**config.mk**
```make
export PLATFORM = sky130hd
export DESIGN_NAME = iommu_fq_writer
export DESIGN_NICKNAME = d
export VERILOG_FILES = /design/src/rtl/iommu_fq_writer.sv
export SDC_FILE = /design/constraint.sdc
export NUM_CORES = 1
export LEC_CHECK = 0
export BUFFER_PORTS_ARGS = -buffer_cell sky130_fd_sc_hd__buf_2
export CORE_ASPECT_RATIO = 1.5
export CORE_MARGIN = 2
export CORE_UTILIZATION = 52
export CTS_CLUSTER_SIZE = 10
export DETAILED_ROUTE_END_ITERATION = 6
export PLACE_DENSITY = 0.79
export SLEW_MARGIN = 20
export SYNTH_ARGS = -nofsm -noshare
export SYNTH_HDL_FRONTEND = slang
export SYNTH_SLANG_ARGS = --single-unit
```
**constraint.sdc**
```tcl
create_clock -name clk_i -period 17.4 [get_ports clk_i]
set_input_delay 1.74 -clock clk_i [delete_from_list [all_inputs] [get_ports clk_i]]
set_output_delay 1.74 -clock clk_i [all_outputs]
set_load 0.02 [all_outputs]
```
**src/rtl/iommu_fq_writer.sv**
```systemverilog
// Fault-queue writer: buffers fault records and writes each one into the memory queue as four 64-bit beats.
// Define IOMMU_FQ_DROP_CNT_EN to add the saturating drop_cnt_o counter.
package iommu_pkg;
    typedef struct packed {
        logic [63:0] iotval2;
        logic [63:0] iotval;
        logic [31:0] rsvd;
        logic [31:0] custom;
        logic [23:0] did;
        logic [5:0]  ttyp;
        logic        priv;
        logic        pv;
        logic [19:0] pid;
        logic [11:0] cause;
    } fq_record_t;
endpackage

module iommu_fq_writer #(
    parameter int unsigned FIFO_DEPTH = 4,
    parameter int unsigned ADDR_W     = 56
) (
    input  logic                  clk_i,
    input  logic                  rst_i,
    input  logic                  ev_valid_i,
    output logic                  ev_ready_o,
    input  iommu_pkg::fq_record_t ev_record_i,
    input  logic [43:0]           fqb_ppn_i,
    input  logic [4:0]            fqb_log2szm1_i,
    input  logic [31:0]           fqh_i,
    output logic [31:0]           fqt_o,
    input  logic                  fqen_i,
    output logic                  fqon_o,
    output logic                  busy_o,
    output logic                  fqmf_o,
    output logic                  fqof_o,
    input  logic                  fqmf_clr_i,
    input  logic                  fqof_clr_i,
    output logic                  fip_o,
    input  logic                  fip_clr_i,
    output logic                  mem_req_o,
    output logic [ADDR_W-1:0]     mem_addr_o,
    output logic [63:0]           mem_data_o,
    output logic                  mem_last_o,
    input  logic                  mem_gnt_i,
    input  logic                  mem_resp_i,
    input  logic                  mem_err_i
`ifdef IOMMU_FQ_DROP_CNT_EN
    ,
    output logic [15:0]           drop_cnt_o
`endif
);
    import iommu_pkg::*;

    localparam int unsigned PTR_W = $clog2(FIFO_DEPTH);
    localparam int unsigned CNT_W = PTR_W + 1;

    typedef enum logic [1:0] {IDLE, CHECK, BEAT, RESP} state_e;

    state_e              state_q, state_d;
    logic [1:0]          beat_q, beat_d;
    logic [31:0]         fqt_q, fqt_d;
    logic                fqon_q, fqon_d;
    logic                fqen_q;
    logic                busy_q, busy_d;
    logic                fqmf_q, fqmf_d;
    logic                fqof_q, fqof_d;
    logic                fip_q, fip_d;
    logic                ev_ready_q, ev_ready_d;
    logic                mem_req_q, mem_req_d;
    logic [ADDR_W-1:0]   mem_addr_q, mem_addr_d;
    logic [63:0]         mem_data_q, mem_data_d;
    logic                mem_last_q, mem_last_d;

    fq_record_t          fifo_q [FIFO_DEPTH];
    logic [PTR_W-1:0]    wr_ptr_q, wr_ptr_d, rd_ptr_q, rd_ptr_d;
    logic [CNT_W-1:0]    cnt_q, cnt_d;

    logic [31:0]         mask;
    logic [63:0]         addr_full;
    logic [255:0]        head_bits;
    logic                fifo_empty, push_hs, push_store, en_rise;
    logic                pop, flush, mf_set, of_set, fip_set;

    // Queue index mask is 2^(log2szm1+1)-1; the extra bit keeps log2szm1=31 from overflowing.
    assign mask       = 32'((33'd1 << (6'(fqb_log2szm1_i) + 6'd1)) - 33'd1);
    assign fifo_empty = (cnt_q == '0);
    assign push_hs    = ev_valid_i && ev_ready_q;
    assign push_store = push_hs && fqon_q;
    assign en_rise    = fqen_i && !fqen_q;
    assign head_bits  = fifo_q[rd_ptr_q];

    always_comb begin
        state_d = state_q;
        beat_d  = beat_q;
        fqt_d   = fqt_q & mask;
        fqon_d  = fqon_q;
        pop     = 1'b0;
        flush   = 1'b0;
        mf_set  = 1'b0;
        of_set  = 1'b0;
        fip_set = 1'b0;

        case (state_q)
            IDLE: begin
                if (fqon_q && fqen_i && !fifo_empty) state_d = CHECK;
            end
            CHECK: begin
                if (fifo_empty) begin
                    state_d = IDLE;
                end else if (fqmf_q || fqof_q) begin
                    pop     = 1'b1;
                    state_d = IDLE;
                end else if (((fqt_q + 32'd1) & mask) == (fqh_i & mask)) begin
                    of_set  = 1'b1;
                    pop     = 1'b1;
                    state_d = IDLE;
                end else begin
                    beat_d  = 2'd0;
                    state_d = BEAT;
                end
            end
            BEAT: begin
                if (mem_gnt_i) begin
                    if (beat_q == 2'd3) state_d = RESP;
                    else                beat_d  = beat_q + 2'd1;
                end
            end
            RESP: begin
                if (mem_resp_i) begin
                    pop     = !fifo_empty;
                    state_d = IDLE;
                    if (mem_err_i) begin
                        mf_set = 1'b1;
                    end else begin
                        fqt_d   = (fqt_q + 32'd1) & mask;
                        fip_set = 1'b1;
                    end
                end
            end
            default: state_d = IDLE;
        endcase

        // Disable only completes once no write is in flight.
        if (fqon_q && !fqen_i && state_q == IDLE) begin
            fqon_d = 1'b0;
            flush  = 1'b1;
        end
        if (en_rise) begin
            fqon_d = 1'b1;
            fqt_d  = '0;
            flush  = 1'b1;
        end

        busy_d = (state_d != IDLE) || (fqon_d && !fqen_i);

        // Sticky bits: set beats a same-cycle clear; the enable edge clears fqmf/fqof.
        fqmf_d = fqmf_q;
        if (fqmf_clr_i) fqmf_d = 1'b0;
        if (mf_set)     fqmf_d = 1'b1;
        if (en_rise)    fqmf_d = 1'b0;
        fqof_d = fqof_q;
        if (fqof_clr_i) fqof_d = 1'b0;
        if (of_set)     fqof_d = 1'b1;
        if (en_rise)    fqof_d = 1'b0;
        fip_d = fip_q;
        if (fip_clr_i)  fip_d = 1'b0;
        if (fip_set)    fip_d = 1'b1;

        wr_ptr_d = push_store ? wr_ptr_q + PTR_W'(1) : wr_ptr_q;
        rd_ptr_d = pop ? rd_ptr_q + PTR_W'(1) : rd_ptr_q;
        cnt_d    = cnt_q + CNT_W'(push_store) - CNT_W'(pop);
        if (flush) begin
            wr_ptr_d = '0;
            rd_ptr_d = '0;
            cnt_d    = '0;
        end
        ev_ready_d = (cnt_d != CNT_W'(FIFO_DEPTH));

        addr_full  = 64'({fqb_ppn_i, 12'h000}) + (64'(fqt_q) << 5) + (64'(beat_d) << 3);
        mem_req_d  = (state_d == BEAT);
        mem_last_d = (state_d == BEAT) && (beat_d == 2'd3);
        mem_addr_d = (state_d == BEAT) ? ADDR_W'(addr_full) : '0;
        mem_data_d = (state_d == BEAT) ? head_bits[{beat_d, 6'd0} +: 64] : '0;
    end

    always_ff @(posedge clk_i) begin
        if (rst_i) begin
            state_q    <= IDLE;
            beat_q     <= '0;
            fqt_q      <= '0;
            fqon_q     <= 1'b0;
            fqen_q     <= 1'b0;
            busy_q     <= 1'b0;
            fqmf_q     <= 1'b0;
            fqof_q     <= 1'b0;
            fip_q      <= 1'b0;
            ev_ready_q <= 1'b0;
            mem_req_q  <= 1'b0;
            mem_addr_q <= '0;
            mem_data_q <= '0;
            mem_last_q <= 1'b0;
            wr_ptr_q   <= '0;
            rd_ptr_q   <= '0;
            cnt_q      <= '0;
        end else begin
            state_q    <= state_d;
            beat_q     <= beat_d;
            fqt_q      <= fqt_d;
            fqon_q     <= fqon_d;
            fqen_q     <= fqen_i;
            busy_q     <= busy_d;
            fqmf_q     <= fqmf_d;
            fqof_q     <= fqof_d;
            fip_q      <= fip_d;
            ev_ready_q <= ev_ready_d;
            mem_req_q  <= mem_req_d;
            mem_addr_q <= mem_addr_d;
            mem_data_q <= mem_data_d;
            mem_last_q <= mem_last_d;
            wr_ptr_q   <= wr_ptr_d;
            rd_ptr_q   <= rd_ptr_d;
            cnt_q      <= cnt_d;
        end
    end

    // Record storage needs no reset; occupancy is tracked by the pointers.
    always_ff @(posedge clk_i) begin
        if (push_store) fifo_q[wr_ptr_q] <= ev_record_i;
    end

`ifdef IOMMU_FQ_DROP_CNT_EN
    logic [15:0] drop_cnt_q, drop_cnt_d;
    logic [16:0] drop_sum;

    // Drops: pushes while off, plus records discarded in CHECK.
    always_comb begin
        drop_sum   = 17'(drop_cnt_q) + 17'(push_hs && !fqon_q) + 17'((state_q == CHECK) && pop);
        drop_cnt_d = drop_sum[16] ? 16'hFFFF : drop_sum[15:0];
        if (en_rise) drop_cnt_d = '0;
    end

    always_ff @(posedge clk_i) begin
        if (rst_i) drop_cnt_q <= '0;
        else       drop_cnt_q <= drop_cnt_d;
    end

    assign drop_cnt_o = drop_cnt_q;
`endif

    assign ev_ready_o = ev_ready_q;
    assign fqt_o      = fqt_q;
    assign fqon_o     = fqon_q;
    assign busy_o     = busy_q;
    assign fqmf_o     = fqmf_q;
    assign fqof_o     = fqof_q;
    assign fip_o      = fip_q;
    assign mem_req_o  = mem_req_q;
    assign mem_addr_o = mem_addr_q;
    assign mem_data_o = mem_data_q;
    assign mem_last_o = mem_last_q;

endmodule

```
Word level (Yosys, flattened, before mapping). Memories as Yosys holds them, arrays and structs flattened. A register that Yosys moved wholly into a read port is not among the register bits. Cells that the tools add are included.

Add/sub/neg operators: 10. Eq/ne operators: 8. Shift operators: 2. Muxes and demuxes: 46. Bitwise gates (word level): 4. Reduce and logical (&&, ||, !) cells: 23.

Operators with widths (number): 256-bit by 9-bit variable part select with 64-bit output (1); 32-bit AND (3); 32-bit two-way mux (3); 56-bit by 37-bit adder with 56-bit output (1); 56-bit by 5-bit adder with 56-bit output (1); 32-bit by 1-bit adder with 32-bit output, second input constant (1); 32-bit == test (1); 1-bit by 6-bit << shifter with 32-bit output, first input constant (1); 32-bit by 1-bit subtractor with 32-bit output, second input constant (1); 2-bit two-way mux (14); 1-bit two-way mux (25); 2-bit == test, second input constant (5); 1-bit logical AND (9); 2-bit one-hot mux with 4 select lines (1); 2-bit nonzero test (4); 2-bit by 1-bit adder with 2-bit output, second input constant (3); 5-bit by 1-bit adder with 6-bit output, second input constant (1); 2-bit OR reduction (3); 2-bit one-hot mux with 2 select lines (1); 3-bit by 1-bit adder with 3-bit output (1); 1-bit logical NOT (3); 3-bit logical NOT (1); 3-bit two-way mux (1); 3-bit inequality test, second input constant (1); 6 further kinds (7).

Flip-flop bits (word level): 172. Memory bits (writable): 1024. Input bits: 347. Output and inout bits: 160. Word-level logic and storage cells: 111. Memories kept: 1.

Memory list: fifo_q (depth 4, bits a word 256, read ports 1, clocked after Yosys merged registers in 1, write ports 1, RTL line 74) `fq_record_t fifo_q [FIFO_DEPTH];`.

Longest topological paths before layout.
Depth in word-level cells: 12. Gate-level depth with buffers: 21. Gate-level depth less buffers: 18.

Worst setup path after synthesis. Ideal clock, no wire load.

Path kind: input-to-reg. From: input port ev_valid_i. To: memory fifo_q[0][0] (netlist name) (enable). Library setup time: 0.649 ns. Arrival time: 7.952 ns. Required time: 16.751 ns. Path slack: 8.799 ns. Stages on the path: 3. Buffers on the path: 1. Cells stage by stage: and3_1 clkbuf_1 and2_1.

Word-level cells in the longest chain between the ends: 4.

RTL lines: start, declared (RTL line 24) `input logic ev_valid_i,`; 1-bit logical AND (RTL line 87) `assign push_hs = ev_valid_i && ev_ready_q;`; 1-bit logical AND (RTL line 88) `assign push_store = push_hs && fqon_q;`; 1-bit two-way mux (RTL line 228) `if (push_store) fifo_q[wr_ptr_q] <= ev_record_i;`; 1-bit two-way mux (implied by the code) (RTL line 228); end, declared (RTL line 74).

No other way between the ends.

Worst setup path after layout.
From: input port fqb_log2szm1_i[2]. To: register mem_data_q[18], in the netlist mem_data_o[18].

Word-level cells in the longest chain between the ends: 12. Elaborated cells on any way between the ends: 18. Those cells by class: 2 x add/sub; 2 x eq/ne; 2 x shift; 8 x mux; 3 x bitwise; 1 x reduce/logical.

RTL lines: start, declared (RTL line 28) `input logic [4:0] fqb_log2szm1_i,`; 5-bit by 1-bit adder with 6-bit output * (RTL line 85) `assign mask = 32'((33'd1 << (6'(fqb_log2szm1_i) + 6'd1)) - 33'd1);`; 1-bit by 6-bit << shifter with 32-bit output * (RTL line 85); 32-bit by 1-bit subtractor with 32-bit output * (RTL line 85); 32-bit AND (RTL line 113) `end else if (((fqt_q + 32'd1) & mask) == (fqh_i & mask)) begin`; 32-bit == test * (RTL line 113); parallel branches: the longest is 7 deep, another holds 256-bit by 9-bit variable part select with 64-bit output; end signal, assigned (RTL line 218) `mem_data_q <= mem_data_d;`; end, declared (RTL line 71) `logic [63:0] mem_data_q, mem_data_d;`.

Every way passes the cells marked *. A chain may end at the register's enable or synchronous reset.

==> impl_results.md <==
- WS Path Type: in -> reg
- Clk pwr share: 0.433
- GR Overflow Total: 0
- Gr usage total: 0.255
- Placed cell count: ~4.5k
- Port Buffers: ~500
- Avg WL per Cell: approximately 26 µm
- Hold wc startpoint: rd_ptr_q[1]
- Mapped cell area: ~49000 µm²
- Ys flop type: edfxtp_1
- Worst R2R Start: fqt_o[5]
- Worst-margin pin slew: roughly 1100 ps
- Switch share: 0.215
- CTS root buffer: clkbuf_16
- DRT iter0 DRCs: 2645
- First-pass GRT wire length: roughly 180 mm
- Detailed-placement wirelength estimate: ~75 mm
- Share of layout cells above drive strength 1: 0.284
- Max_cap viols: 0
- DR pass1 iterations: 6
- Most frequent cells in the layout: edfxtp_1, buf_2, mux4_2, dfxtp_1, and2_1
- Tmin final: just over 7000 ps
- Async SR Flop Fraction: 0
- Core area: about 93000 µm²
- Clock buffer count from CTS: 138
- Reg clk slew, reported paths: 50 ps
- Critical Path Source Type: primary input
- Nets: roughly 3.7k
- Vias per cell: 6.07
- Rows: about 140
- Antenna violations before repair: ~70
- Clk_lat worst skew: about 750 ps
- Hold_ws: about 510 ps
- Non-Filler Instances: between 4k and 5k
- Synth Instances: about 2.8k
- Clock Sinks: about 1.2k
- Htree depth: 4
- Max Fclk: approximately 140 MHz
- Minimum setup slack among reg-to-reg paths: about 11000 ps
- TNS Setup: 0 ps
- Area Growth Syn to Fin: 16.1%
- Post-cts resize count: 0
- Number of remaining DRC errors: 0
- CP Data Arrival Time: approximately 7900 ps
- Die area: 96500 µm²
- ANT nets after route: 0
- Util after Layout: 0.610
- WP data required: around 18000 ps
- Pwr Total: 6.09 mW
- Outcome: completed
- DIE WIDTH: approximately 250 µm
- Sequential group share of total power: 0.517
- Final setup violation count: 0
- Most common cell after layout, fill and taps aside: edfxtp_1
- Total Wirelength: ~120 mm
- Routability cong.: around 0.95
- Slack of the critical path: roughly 10000 ps
- Power density cells: between 100 and 150 nW/µm²
- Via count: between 20k and 30k
- Sequential-to-total area share from yosys stat: 0.699
- Syn Area/Cell: about 17 µm²
- Distinct cells, synth: between 70 and 80
- CTS hold repair buffers: 0
- CTS tree: yes
- Unrepaired setup endpoints after global routing: no
- Largest net degree at the start of global routing: around 140
- Combinational group share of total power: 0.049
- I/O Pins: ~510
- Critical path peak fanout: 66
- Hold crit path type: reg -> reg
- Final Hold Viols: 0
- Starting density of the core: 0.525
- Vias in the first global route: around 29k
- Post-synth EDFFs: around 1k
- Worst r2r dst: mem_data_o[18]
- Leak Pwr: 19.1 nW
- Clock Tree Buf Depth: 3
- #FFs+latches synth: around 1.2k
- DP Worst Slack: 9620 ps
- Placed Area: roughly 53000 µm²
- Worst R2R Path Depth: 12
- Max transition margin: 0.241
- Die H: ~380 µm
- Post-CTS Setup Repair Bufs: 0
- Max rail drop VDD: just over 0.0001 V
- Post-route cell area: around 57000 µm²
- Ys Warns: 0
- Worst hold path depth: 2
- Pint: ~4.8 mW
- Setup Skew: about 20 ps
- Crit end category: register
- Tcrit/Tclk final: 0.416
- Pins Over Slew Limit: 0
- Net Sw Power: 1.31 mW
==> Yosys cell counts (all sizes together), types with 6 or more instances <==
master | count | area, µm²
and3b | 6 | 52.6
nor2b | 29 | 181
nor2 | 67 | 251
mux4 | 256 | 5770
o22ai | 73 | 457
nand3 | 39 | 195
nor3 | 43 | 215
nor4b | 14 | 123
o21ai | 40 | 200
and2 | 153 | 957
inv | 28 | 105
dfxtp | 171 | 3420
and4 | 12 | 105
or3 | 11 | 73.8
a21oi | 43 | 215
a31oi | 16 | 100
a22o | 16 | 140
nand2b | 10 | 62.6
and3 | 26 | 163
edfxtp | 1024 | 30700
o31ai | 11 | 82.6
a211oi | 134 | 1010
ha | 38 | 475
xor2 | 42 | 368
or2 | 8 | 52.6
a21o | 10 | 75.1
buf | 35 | 234
xnor2 | 66 | 578
nand4 | 19 | 119
o31a | 9 | 78.8
nand2 | 55 | 209
a21boi | 118 | 886
nor4 | 10 | 62.6
nor3b | 7 | 52.6
clkbuf | 147 | 552
==> per-layer routing <==
metal,global-route usage,share of wire
met1,0.295,0.36
met2,0.425,0.50
met3,0.0782,0.088
met4,0.136,0.051
met5,0,0.0032
==> sequential cells by signal (all words and copies together), names as in the netlist, 2 cells and up, named ones only <==
signal and count:
beat_q 2, cnt_q 3, fifo_q 1024, fqt_o 32
mem_addr_o 53, mem_data_o 64, rd_ptr_q 2, state_q 2
wr_ptr_q 2
==> power by group through the flow <==
| stage | Combinational (mW) | Sequential [mW] | Clock (mW) |
|---|---|---|---|
| final | 0.300 | 3.15 | 2.64 |
| after global routing | 0.324 | 3.15 | 2.78 |
| after CTS | 0.300 | 3.15 | 2.69 |
| after detailed placement | 0.297 | 3.21 | 0 |
| after global placement | 0.289 | 3.21 | 0 |
| after floorplan | 0.134 | 3.23 | 0 |
==> kinds of logic after synthesis <==
| group | synth area share |
|---|---|
| other | 0.000154 |
| AOI/OAI and AO/OA | 0.0734 |
| xor gates and xnor gates | 0.0194 |
| buffers and inverters | 0.0182 |
| adders and majority gates | 0.0105 |
| and+or+nand+nor | 0.0608 |
| muxes | 0.118 |
| DFF | 0.699 |
==> how the worst max path moves through the flow <==
| stage | startpoint | endpoint | slack [ps] |
|---|---|---|---|
| floorplan | ev_valid_i | fifo_q[0][0] | 8800 |
| global placement | fqb_log2szm1_i[2] | mem_data_o[4] | 9690 |
| detailed placement | fqb_log2szm1_i[2] | mem_data_o[15] | 9620 |
| CTS | fqb_log2szm1_i[2] | mem_data_o[15] | 10420 |
| global route | fqb_log2szm1_i[2] | mem_data_o[15] | 9900 |
| finish | fqb_log2szm1_i[2] | mem_data_o[18] | 10160 |
==> cell type report <==
class	count	area [µm²]
fill	6736	36300
multi-input combinational	1440	13900
antenna	39	97.6
clock inverter	12	189
sequential	1195	34200
clock buffer	225	3910
timing repair buffer	542	2850
tap	1251	1570
inverter	28	105
==> critical path, stage by stage <==
cell and delay, ps:
buf_2 420, nor3_1 180, nand2_1 120, ha_1 550
inv_1 310, and4_1 240, o21ai_0 150, or4b_1 430
or4_1 460, or4_1 470, or3_1 580, nor2_4 160
buf_4 650, buf_4 750, a211oi_1 210, o22ai_1 220
Note: power is estimated with default switching activity, not from simulation.
